File: config.mk
export PLATFORM = sky130hd
export DESIGN_NAME = mips_mc_ctrl
export DESIGN_NICKNAME = d
export VERILOG_FILES = /design/src/rtl/mips_pkg.sv /design/src/rtl/mips_alu_dec.sv /design/src/rtl/mips_mc_ctrl.sv
export SDC_FILE = /design/constraint.sdc
export NUM_CORES = 1
export LEC_CHECK = 0
export ABC_AREA = 1
export CAP_MARGIN = 40
export CORE_MARGIN = 2
export CORE_UTILIZATION = 44
export CTS_BUF_LIST = sky130_fd_sc_hd__clkbuf_4 sky130_fd_sc_hd__clkbuf_8
export CTS_CLUSTER_DIAMETER = 40
export DETAILED_ROUTE_END_ITERATION = 12
export PLACE_DENSITY = 0.86
export SYNTH_ARGS = -nofsm -noshare
export SYNTH_HDL_FRONTEND = slang
export SYNTH_HIERARCHICAL = 1
export SYNTH_SLANG_ARGS = --single-unit
export TNS_END_PERCENT = 30
File: constraint.sdc
create_clock -name clock -period 1.7 [get_ports clock]
set_input_delay 0.255 -clock clock [delete_from_list [all_inputs] [get_ports clock]]
set_output_delay 0.255 -clock clock [all_outputs]
set_load 0.01 [all_outputs]
File: src/rtl/mips_pkg.sv
// Shared definitions for the MIPS control logic: FSM state codes, opcode and
// funct field values, ALU operation codes, and the bundle of control signals
// produced by the multi-cycle controller. The pipelined core reuses this package.
package mips_pkg;

  // Controller states. The 4-bit code is also exported on the State debug port.
  typedef enum logic [3:0] {
    S_FETCH  = 4'd0,
    S_DECODE = 4'd1,
    S_MEMADR = 4'd2,
    S_MEMRD  = 4'd3,
    S_MEMWB  = 4'd4,
    S_MEMWR  = 4'd5,
    S_RTEXEC = 4'd6,
    S_RTWB   = 4'd7,
    S_BRANCH = 4'd8,
    S_JUMP   = 4'd9,
    S_ADDIEX = 4'd10,
    S_ADDIWB = 4'd11
  } state_e;

  // Opcode field, instruction[31:26]
  localparam logic [5:0] OP_RTYPE = 6'b000000;
  localparam logic [5:0] OP_LW    = 6'b100011;
  localparam logic [5:0] OP_SW    = 6'b101011;
  localparam logic [5:0] OP_BEQ   = 6'b000100;
  localparam logic [5:0] OP_J     = 6'b000010;
  localparam logic [5:0] OP_ADDI  = 6'b001000;

  // Funct field, instruction[5:0], for R-type
  localparam logic [5:0] FN_ADD = 6'b100000;
  localparam logic [5:0] FN_SUB = 6'b100010;
  localparam logic [5:0] FN_AND = 6'b100100;
  localparam logic [5:0] FN_OR  = 6'b100101;
  localparam logic [5:0] FN_SLT = 6'b101010;

  // ALU operation codes
  localparam logic [2:0] ALU_AND = 3'b000;
  localparam logic [2:0] ALU_OR  = 3'b001;
  localparam logic [2:0] ALU_ADD = 3'b010;
  localparam logic [2:0] ALU_SUB = 3'b110;
  localparam logic [2:0] ALU_SLT = 3'b111;

  // Datapath control bundle decoded from the current state.
  // pc_write / pc_write_cond are internal; they combine with Zero into PCEn.
  typedef struct packed {
    logic [2:0] alu_ctr;
    logic       alu_src_a;
    logic [1:0] alu_src_b;
    logic [1:0] pc_source;
    logic       pc_write;
    logic       pc_write_cond;
    logic       iord;
    logic       mem_read;
    logic       mem_write;
    logic       ir_write;
    logic       reg_dst;
    logic       mem_to_reg;
    logic       reg_write;
    logic       illegal;
  } ctrl_t;

endpackage

File: src/rtl/mips_alu_dec.sv
// Combinational R-type funct decoder.
// Ports:
//   funct_i  [5:0] instruction funct field
//   aluctr_o [2:0] ALU operation for the funct (ADD when unsupported)
//   valid_o        1 when the funct is a supported R-type operation
module mips_alu_dec
  import mips_pkg::*;
(
  input  logic [5:0] funct_i,
  output logic [2:0] aluctr_o,
  output logic       valid_o
);

  // Map funct onto the ALU operation; unknown functs report invalid
  always_comb begin
    aluctr_o = ALU_ADD;
    valid_o  = 1'b1;
    case (funct_i)
      FN_ADD:  aluctr_o = ALU_ADD;
      FN_SUB:  aluctr_o = ALU_SUB;
      FN_AND:  aluctr_o = ALU_AND;
      FN_OR:   aluctr_o = ALU_OR;
      FN_SLT:  aluctr_o = ALU_SLT;
      default: valid_o  = 1'b0;
    endcase
  end

endmodule

File: src/rtl/mips_mc_ctrl.sv
// Multi-cycle MIPS main control FSM. Sequences each instruction through
// fetch, decode, execute, memory and writeback and drives the ALU operation,
// datapath enables and mux selects. Memory states stall MEM_WAIT extra cycles.
// Ports:
//   clock, reset (async, active-high)
//   Op, Funct   instruction fields from the IR
//   Zero        ALU zero flag, resolves beq
//   ALUctr, ALUSrcA, ALUSrcB, PCSource, PCEn, IorD, MemRead, MemWrite,
//   IRWrite, RegDst, MemtoReg, RegWrite  datapath controls
//   Illegal     one-cycle pulse in DECODE for unsupported Op/Funct
//   State       current state code (debug)
module mips_mc_ctrl
  import mips_pkg::*;
#(
  parameter int unsigned MEM_WAIT = 32'd0
) (
  input  logic       clock,
  input  logic       reset,
  input  logic [5:0] Op,
  input  logic [5:0] Funct,
  input  logic       Zero,
  output logic [2:0] ALUctr,
  output logic       ALUSrcA,
  output logic [1:0] ALUSrcB,
  output logic [1:0] PCSource,
  output logic       PCEn,
  output logic       IorD,
  output logic       MemRead,
  output logic       MemWrite,
  output logic       IRWrite,
  output logic       RegDst,
  output logic       MemtoReg,
  output logic       RegWrite,
  output logic       Illegal,
  output logic [3:0] State
);

  localparam logic [2:0] WAIT_LAST = 3'(MEM_WAIT);

  state_e     state_q, state_d;
  logic [2:0] cnt_q, cnt_d;
  ctrl_t      ctrl_s;
  logic [2:0] fn_alu_s;
  logic       fn_valid_s;
  logic       mem_done_s;

  mips_alu_dec u_alu_dec (
    .funct_i  (Funct),
    .aluctr_o (fn_alu_s),
    .valid_o  (fn_valid_s)
  );

  // The current memory access finishes on the cycle the counter reaches MEM_WAIT
  assign mem_done_s = (cnt_q == WAIT_LAST);

  // State and wait-counter registers
  always_ff @(posedge clock or posedge reset) begin
    if (reset) begin
      state_q <= S_FETCH;
      cnt_q   <= 3'd0;
    end else begin
      state_q <= state_d;
      cnt_q   <= cnt_d;
    end
  end

  // Next-state and per-state control decode. The counter defaults to 0 so it
  // is already clear whenever a memory state is entered.
  always_comb begin
    state_d = state_q;
    cnt_d   = 3'd0;
    ctrl_s  = '0;
    case (state_q)
      S_FETCH: begin
        ctrl_s.mem_read  = 1'b1;
        ctrl_s.alu_src_b = 2'b01;
        ctrl_s.alu_ctr   = ALU_ADD;
        if (mem_done_s) begin
          ctrl_s.ir_write = 1'b1;
          ctrl_s.pc_write = 1'b1;
          state_d         = S_DECODE;
        end else begin
          cnt_d = cnt_q + 3'd1;
        end
      end
      S_DECODE: begin
        // Precompute the branch target into ALUOut
        ctrl_s.alu_src_b = 2'b11;
        ctrl_s.alu_ctr   = ALU_ADD;
        case (Op)
          OP_LW, OP_SW: state_d = S_MEMADR;
          OP_RTYPE: begin
            if (fn_valid_s) begin
              state_d = S_RTEXEC;
            end else begin
              ctrl_s.illegal = 1'b1;
              state_d        = S_FETCH;
            end
          end
          OP_BEQ:  state_d = S_BRANCH;
          OP_J:    state_d = S_JUMP;
          OP_ADDI: state_d = S_ADDIEX;
          default: begin
            ctrl_s.illegal = 1'b1;
            state_d        = S_FETCH;
          end
        endcase
      end
      S_MEMADR, S_ADDIEX: begin
        ctrl_s.alu_src_a = 1'b1;
        ctrl_s.alu_src_b = 2'b10;
        ctrl_s.alu_ctr   = ALU_ADD;
        if (state_q == S_ADDIEX) begin
          state_d = S_ADDIWB;
        end else if (Op == OP_SW) begin
          state_d = S_MEMWR;
        end else begin
          state_d = S_MEMRD;
        end
      end
      S_MEMRD: begin
        ctrl_s.mem_read = 1'b1;
        ctrl_s.iord     = 1'b1;
        if (mem_done_s) begin
          state_d = S_MEMWB;
        end else begin
          cnt_d = cnt_q + 3'd1;
        end
      end
      S_MEMWR: begin
        ctrl_s.mem_write = 1'b1;
        ctrl_s.iord      = 1'b1;
        if (mem_done_s) begin
          state_d = S_FETCH;
        end else begin
          cnt_d = cnt_q + 3'd1;
        end
      end
      S_MEMWB: begin
        ctrl_s.reg_write  = 1'b1;
        ctrl_s.mem_to_reg = 1'b1;
        state_d           = S_FETCH;
      end
      S_RTEXEC: begin
        ctrl_s.alu_src_a = 1'b1;
        ctrl_s.alu_ctr   = fn_alu_s;
        state_d          = S_RTWB;
      end
      S_RTWB: begin
        ctrl_s.reg_write = 1'b1;
        ctrl_s.reg_dst   = 1'b1;
        state_d          = S_FETCH;
      end
      S_ADDIWB: begin
        ctrl_s.reg_write = 1'b1;
        state_d          = S_FETCH;
      end
      S_BRANCH: begin
        ctrl_s.alu_src_a     = 1'b1;
        ctrl_s.alu_ctr       = ALU_SUB;
        ctrl_s.pc_write_cond = 1'b1;
        ctrl_s.pc_source     = 2'b01;
        state_d              = S_FETCH;
      end
      S_JUMP: begin
        ctrl_s.pc_write  = 1'b1;
        ctrl_s.pc_source = 2'b10;
        state_d          = S_FETCH;
      end
      default: begin
        // Unused codes recover to FETCH with all controls low
        state_d = S_FETCH;
      end
    endcase
  end

  // Drive the ports; everything reads 0 while reset is held
  always_comb begin
    ALUctr   = 3'b000;
    ALUSrcA  = 1'b0;
    ALUSrcB  = 2'b00;
    PCSource = 2'b00;
    PCEn     = 1'b0;
    IorD     = 1'b0;
    MemRead  = 1'b0;
    MemWrite = 1'b0;
    IRWrite  = 1'b0;
    RegDst   = 1'b0;
    MemtoReg = 1'b0;
    RegWrite = 1'b0;
    Illegal  = 1'b0;
    State    = 4'd0;
    if (reset) begin
      State = 4'd0;
    end else begin
      ALUctr   = ctrl_s.alu_ctr;
      ALUSrcA  = ctrl_s.alu_src_a;
      ALUSrcB  = ctrl_s.alu_src_b;
      PCSource = ctrl_s.pc_source;
      PCEn     = ctrl_s.pc_write | (ctrl_s.pc_write_cond & Zero);
      IorD     = ctrl_s.iord;
      MemRead  = ctrl_s.mem_read;
      MemWrite = ctrl_s.mem_write;
      IRWrite  = ctrl_s.ir_write;
      RegDst   = ctrl_s.reg_dst;
      MemtoReg = ctrl_s.mem_to_reg;
      RegWrite = ctrl_s.reg_write;
      Illegal  = ctrl_s.illegal;
      State    = state_q;
    end
  end

endmodule

==> results.py, run 1 <==
metrics = {
    "run_status": {
        "status": "stopped before the end",
        "stop_stage": "global routing (5_1_grt)",
        "tool.error": "[ERROR DPL-0033] detailed placement checks failed during check placement.",
    },
    "floorplan": {
        "io_pins": 36,
        "die_y_um": 48.0,
        "row_count": 15,
        "die_w_um": 48.0,
        "initial_utilization_pct": 48.2,
    },
    "clock_tree": {
        "clock_sinks": 7,
        "htree_levels": 1,
        "root_buffer": "clkbuf_4",
        "clockBufferDepth": 2,
        "numCtsBuffers": 3,
        "holdBufCountCts": 0,
    },
    "yosys": {
        "syn_inst": 156,
        "ys_types": 21,
        "syn_avg_cell_area_um2": 5.45,
        "synth_area_um2": 851,
        "ys_seq_elements": 7,
        "ys_seq_area_share_pct": 20.6,
        "syn-num-nets": 173,
        "ys_warn_count": 6,
    },
    "timing": {
        "grt_repair_worst_endpoint": "PCEn",
        "worstEpCategory": "top-level output",
    },
    "place": {
        "routabilityCongestion": 0.935,
        "dpl.hpwl_um": 2480,
        "io_buffer_count": 35,
    },
    "grt": {
        "antenna_found_initial": 0,
        "grt_max_degree": 11,
    },
}
-- synth_stat cells --
master	instances	area share, %
a21oi_1	4	2.4
a31o_2	1	1.0
a41oi_1	1	1.0
and2_2	1	0.88
clkbuf_1	1	0.44
dfrtp_1	7	21
ha_1	2	2.9
inv_1	30	13
inv_2	1	0.44
nand2_1	33	15
nand2_2	5	3.7
nand3_1	16	9.4
nand3_2	1	1.2
nand4_1	4	2.9
nor2_1	36	16
nor2_2	4	2.9
nor2_4	1	1.3
nor3_1	4	2.4
o21ai_0	2	1.2
o21ai_1	1	0.59
xnor2_1	1	1.0
-- metrics by stage --
step	std cells	setup WS (ns)	hold slack [ns]	cell area, um^2
4_1_cts	268	-0.121	0.124	1640
3_5_place_dp	253	-0.618	0.520	1510
3_3_place_gp	253	-0.514	0.507	1510
2_1_floorplan	156	0.171	0.0888	851
-- cells by family after synthesis --
family	Yosys count	synth area share, %
buf+inv	32	14.1
compound gates	9	6.18
simple gates	105	55.1
xor+xnor	1	1.03
flops	7	20.6
fa+ha+maj	2	2.94
-- repair_timing --
item	CTS
pin swaps	11
setup endpoints to repair	21
gates resized for setup	89
buffers inserted	11
==> run 2: changes to the inputs <==
CORE_AREA = 2 2 63 65   (was default)
CORE_MARGIN = default   (was 2)
CORE_UTILIZATION = default   (was 44)
CTS_BUF_LIST = default   (was sky130_fd_sc_hd__clkbuf_4 sky130_fd_sc_hd__clkbuf_8)
CTS_CLUSTER_DIAMETER = default   (was 40)
DIE_AREA = 0 0 65 67   (was default)
PLACE_DENSITY = default   (was 0.86)
PLACE_DENSITY_LB_ADDON = 0.15   (was default)
==> results.py, run 2 <==
metrics = {
    "run_status": {
        "status": "complete, no violations",
    },
    "place": {
        "dp_slack_ns": -0.614,
        "routabilityCongestion": 0.871,
        "dpl.cell_count": 285,
        "io_buffer_count": 35,
        "dpl.hpwl_um": 2350,
        "place_area_um2": 1610,
    },
    "floorplan": {
        "coreArea_um2": 3610,
        "row_count": 22,
        "initial_utilization_pct": 23.6,
        "die-area_um2": 4360,
        "die_y_um": 67,
        "io_pins": 36,
        "die_w_um": 65,
    },
    "final_layout": {
        "drive_gt1_share_pct": 47.2,
        "layout_commonest_cell": "buf_4",
        "largest_register": "state_q",
        "reg_top3": "state_q: 4 flops, cnt_q: 3 flops",
        "antennaDiodeCount": 0,
        "nets": 264,
        "final_area_um2": 1710,
        "fill_cells": 385,
        "area_growth_pct": 101,
        "utilization_pct": 47.5,
        "layout_common_cells": "buf_4 (52), nand2_1 (28), nor2_1 (27), inv_1 (24), nand3_1 (15)",
        "finalNonFillerCells": 294,
        "largest_reg_flops": 4,
    },
    "power_and_ir_drop": {
        "leakagePower_nw": 1.00,
        "ir_drop_v": 0.000203,
        "power_mw": 1.16,
        "power.density_nw_per_um2": 681,
    },
    "yosys": {
        "ys_types": 21,
        "synthTopCellsByCount": "nor2_1 (36), nand2_1 (33), inv_1 (30), nand3_1 (16), dfrtp_1 (7)",
        "syn-num-nets": 173,
        "ys_warn_count": 6,
        "async_reset_ff_share_pct": 100,
        "synth_largest_area_cell": "dfrtp_1",
        "ys_seq_elements": 7,
        "ys_seq_area_share_pct": 20.6,
        "synth_top_area_share_pct": 20.6,
        "ys.flop_type": "dfrtp_1",
        "synth.most_common_cell": "nor2_1",
        "synth.area.top_cells": "dfrtp_1 (21%), nor2_1 (16%), nand2_1 (15%)",
        "synth_area_um2": 851,
        "syn_avg_cell_area_um2": 5.45,
        "synth_edf_count": 0,
        "syn_inst": 156,
    },
    "clock_tree": {
        "clk_pin_slew_ns": 0.04,
        "clockBufferDepth": 2,
        "clock_sinks": 7,
        "numCtsBuffers": 3,
        "holdBufCountCts": 0,
        "clk_latency_ns": 0.22,
        "cts_tree": "done",
        "htree_levels": 1,
        "root_buffer": "clkbuf_8",
    },
    "grt": {
        "grt_max_degree": 10,
        "grt_pass1_wl_um": 4710,
        "grt.total_usage_pct": 13.4,
        "grt_pass1_vias": 1202,
        "antenna_found_initial": 0,
        "grt.overflow.total": 0,
    },
    "worst_setup_path": {
        "cp-end-kind": "output port",
        "start_kind": "register",
        "crit_required_ns": 1.44,
        "path_max_fanout": 3,
        "path_cells": "nor2_4, buf_4, buf_4, nand4_1, nor2_1, buf_2",
        "crit_path_top_delay_cell": "dfrtp_2",
        "criticalPathCategory": "reg2out",
        "crit_path_max_incr_delay_ns": 0.45,
        "cp_common_cell": "buf_4",
        "crit_arrival_ns": 1.40,
    },
    "route": {
        "wirelength_um": 2910,
        "viasPerCell": 4.26,
        "drcViolationCount": 0,
        "drtIter0Drc": 29,
        "ant_nets": 0,
        "routed-via-count": 1252,
        "wl_per_cell_um": 9.90,
        "drt_pass1_iterations": 4,
    },
    "timing": {
        "worst_slew_pin_slew_ns": 0.172,
        "fmax_ghz": 0.604,
        "timing.final.crit_share_pct": 97.4,
        "fin_skew_ns": 0.00101,
        "timing.slew.headroom_pct": 88.4,
        "setup_viol": 0,
        "post-route-min-period_ns": 1.66,
        "drv_slew": 0,
        "final.setup.worst_slack_ns": 0.0443,
        "hold_viol_final": 0,
        "rsz0062_at_grt": "true",
    },
    "flow_run": {
        "cap_violations": 0,
    },
    "min_path": {
        "hp-class": "in2async",
    },
}
==> run 2: stage by stage <==
| step | TNS [ns] | hold slack, ns |
|---|---|---|
| detailed placement | -5.88 | 0.521 |
| finish | 0 | 0.293 |
| global placement | -5.74 | 0.505 |
| floorplan | 0 | 0.0888 |
| CTS | -0.149 | 0.298 |
| global route | -0.140 | 0.331 |
==> run 2: layout make-up <==
class	instances	area, um^2	area share (%)
Timing Repair Buffer	87	662	38.7
Multi-Input combinational cell	117	648	37.9
Sequential cell	7	178	10.4
Inverter	31	119	6.94
Tap cell	48	60.1	3.51
Clock buffer	4	45.0	2.63
==> run 2: final timing paths <==
path	start	cells past startpoint	to	slack, ns
worst max-delay path	state_q[2]$_DFFE_PP0P_	6	Illegal	0.04
worst min-delay path	reset	4	state_q[0]$_DFFE_PP0P_	0.29
max in group asynchronous	reset	4	state_q[1]$_DFFE_PP0P_	1.27
min in group clock	cnt_q[0]$_DFF_PP0_	2	cnt_q[0]$_DFF_PP0_	0.52
worst max register to register	state_q[2]$_DFFE_PP0P_	9	state_q[0]$_DFFE_PP0P_	0.25
worst min register to register	cnt_q[0]$_DFF_PP0_	2	cnt_q[0]$_DFF_PP0_	0.52
==> run 2: critical path, delay by kind of cell, from the launching register on <==
kind	cells	cell delay, ns
buffers and inverters	3	0.35
DFF	1	0.45
and+or+nand+nor	3	0.38
==> run 2: repair_timing <==
| item | CTS | global route |
|---|---|---|
| gates resized for setup | 68 | 43 |
| cloned | 0 | 0 |
| buffers inserted | 3 | 2 |
| endpoints found under the setup margin | 21 | 18 |
| pin swaps | 9 | 10 |
==> run 2: kinds of logic (layout without fill, tap and decap cells) <==
| logic type | after synthesis | count (layout) | synth area share [%] |
|---|---|---|---|
| simple gates | 105 | 105 | 55.1 |
| flops | 7 | 7 | 20.6 |
| buf+inv | 32 | 122 | 14.1 |
| xor+xnor | 1 | 1 | 1.03 |
| compound gates | 9 | 9 | 6.18 |
| fa+ha+maj | 2 | 2 | 2.94 |
==> run 2: layer usage <==
metal	GRT usage, %	up-vias	share of wire, %
li1	-	667	-
met1	16.1	550	44
met2	25.0	31	50
met3	1.69	4	5.2
met4	3.72	0	0.72
met5	0	-	0
==> run 2: where the power goes <==
| part | internal, mW | switching [mW] | total, mW |
|---|---|---|---|
| Sequential | 0.187 | 0.0204 | 0.208 |
| Clock | 0.162 | 0.0668 | 0.229 |
| Combinational | 0.357 | 0.372 | 0.729 |
(Power assumes the default switching activity.)
==> run 3: changes to the inputs <==
ABC_CLOCK_PERIOD_IN_PS = 1700   (was default)
==> results of run 3 <==
Same layout as run 2: the final DEF is identical, and so are final timing and power.
==> run 4: changes to the inputs <==
GPL_ROUTABILITY_DRIVEN = 1   (was default)
==> results of run 4 <==
Same layout as run 2: the final DEF is identical, and so are final timing and power.
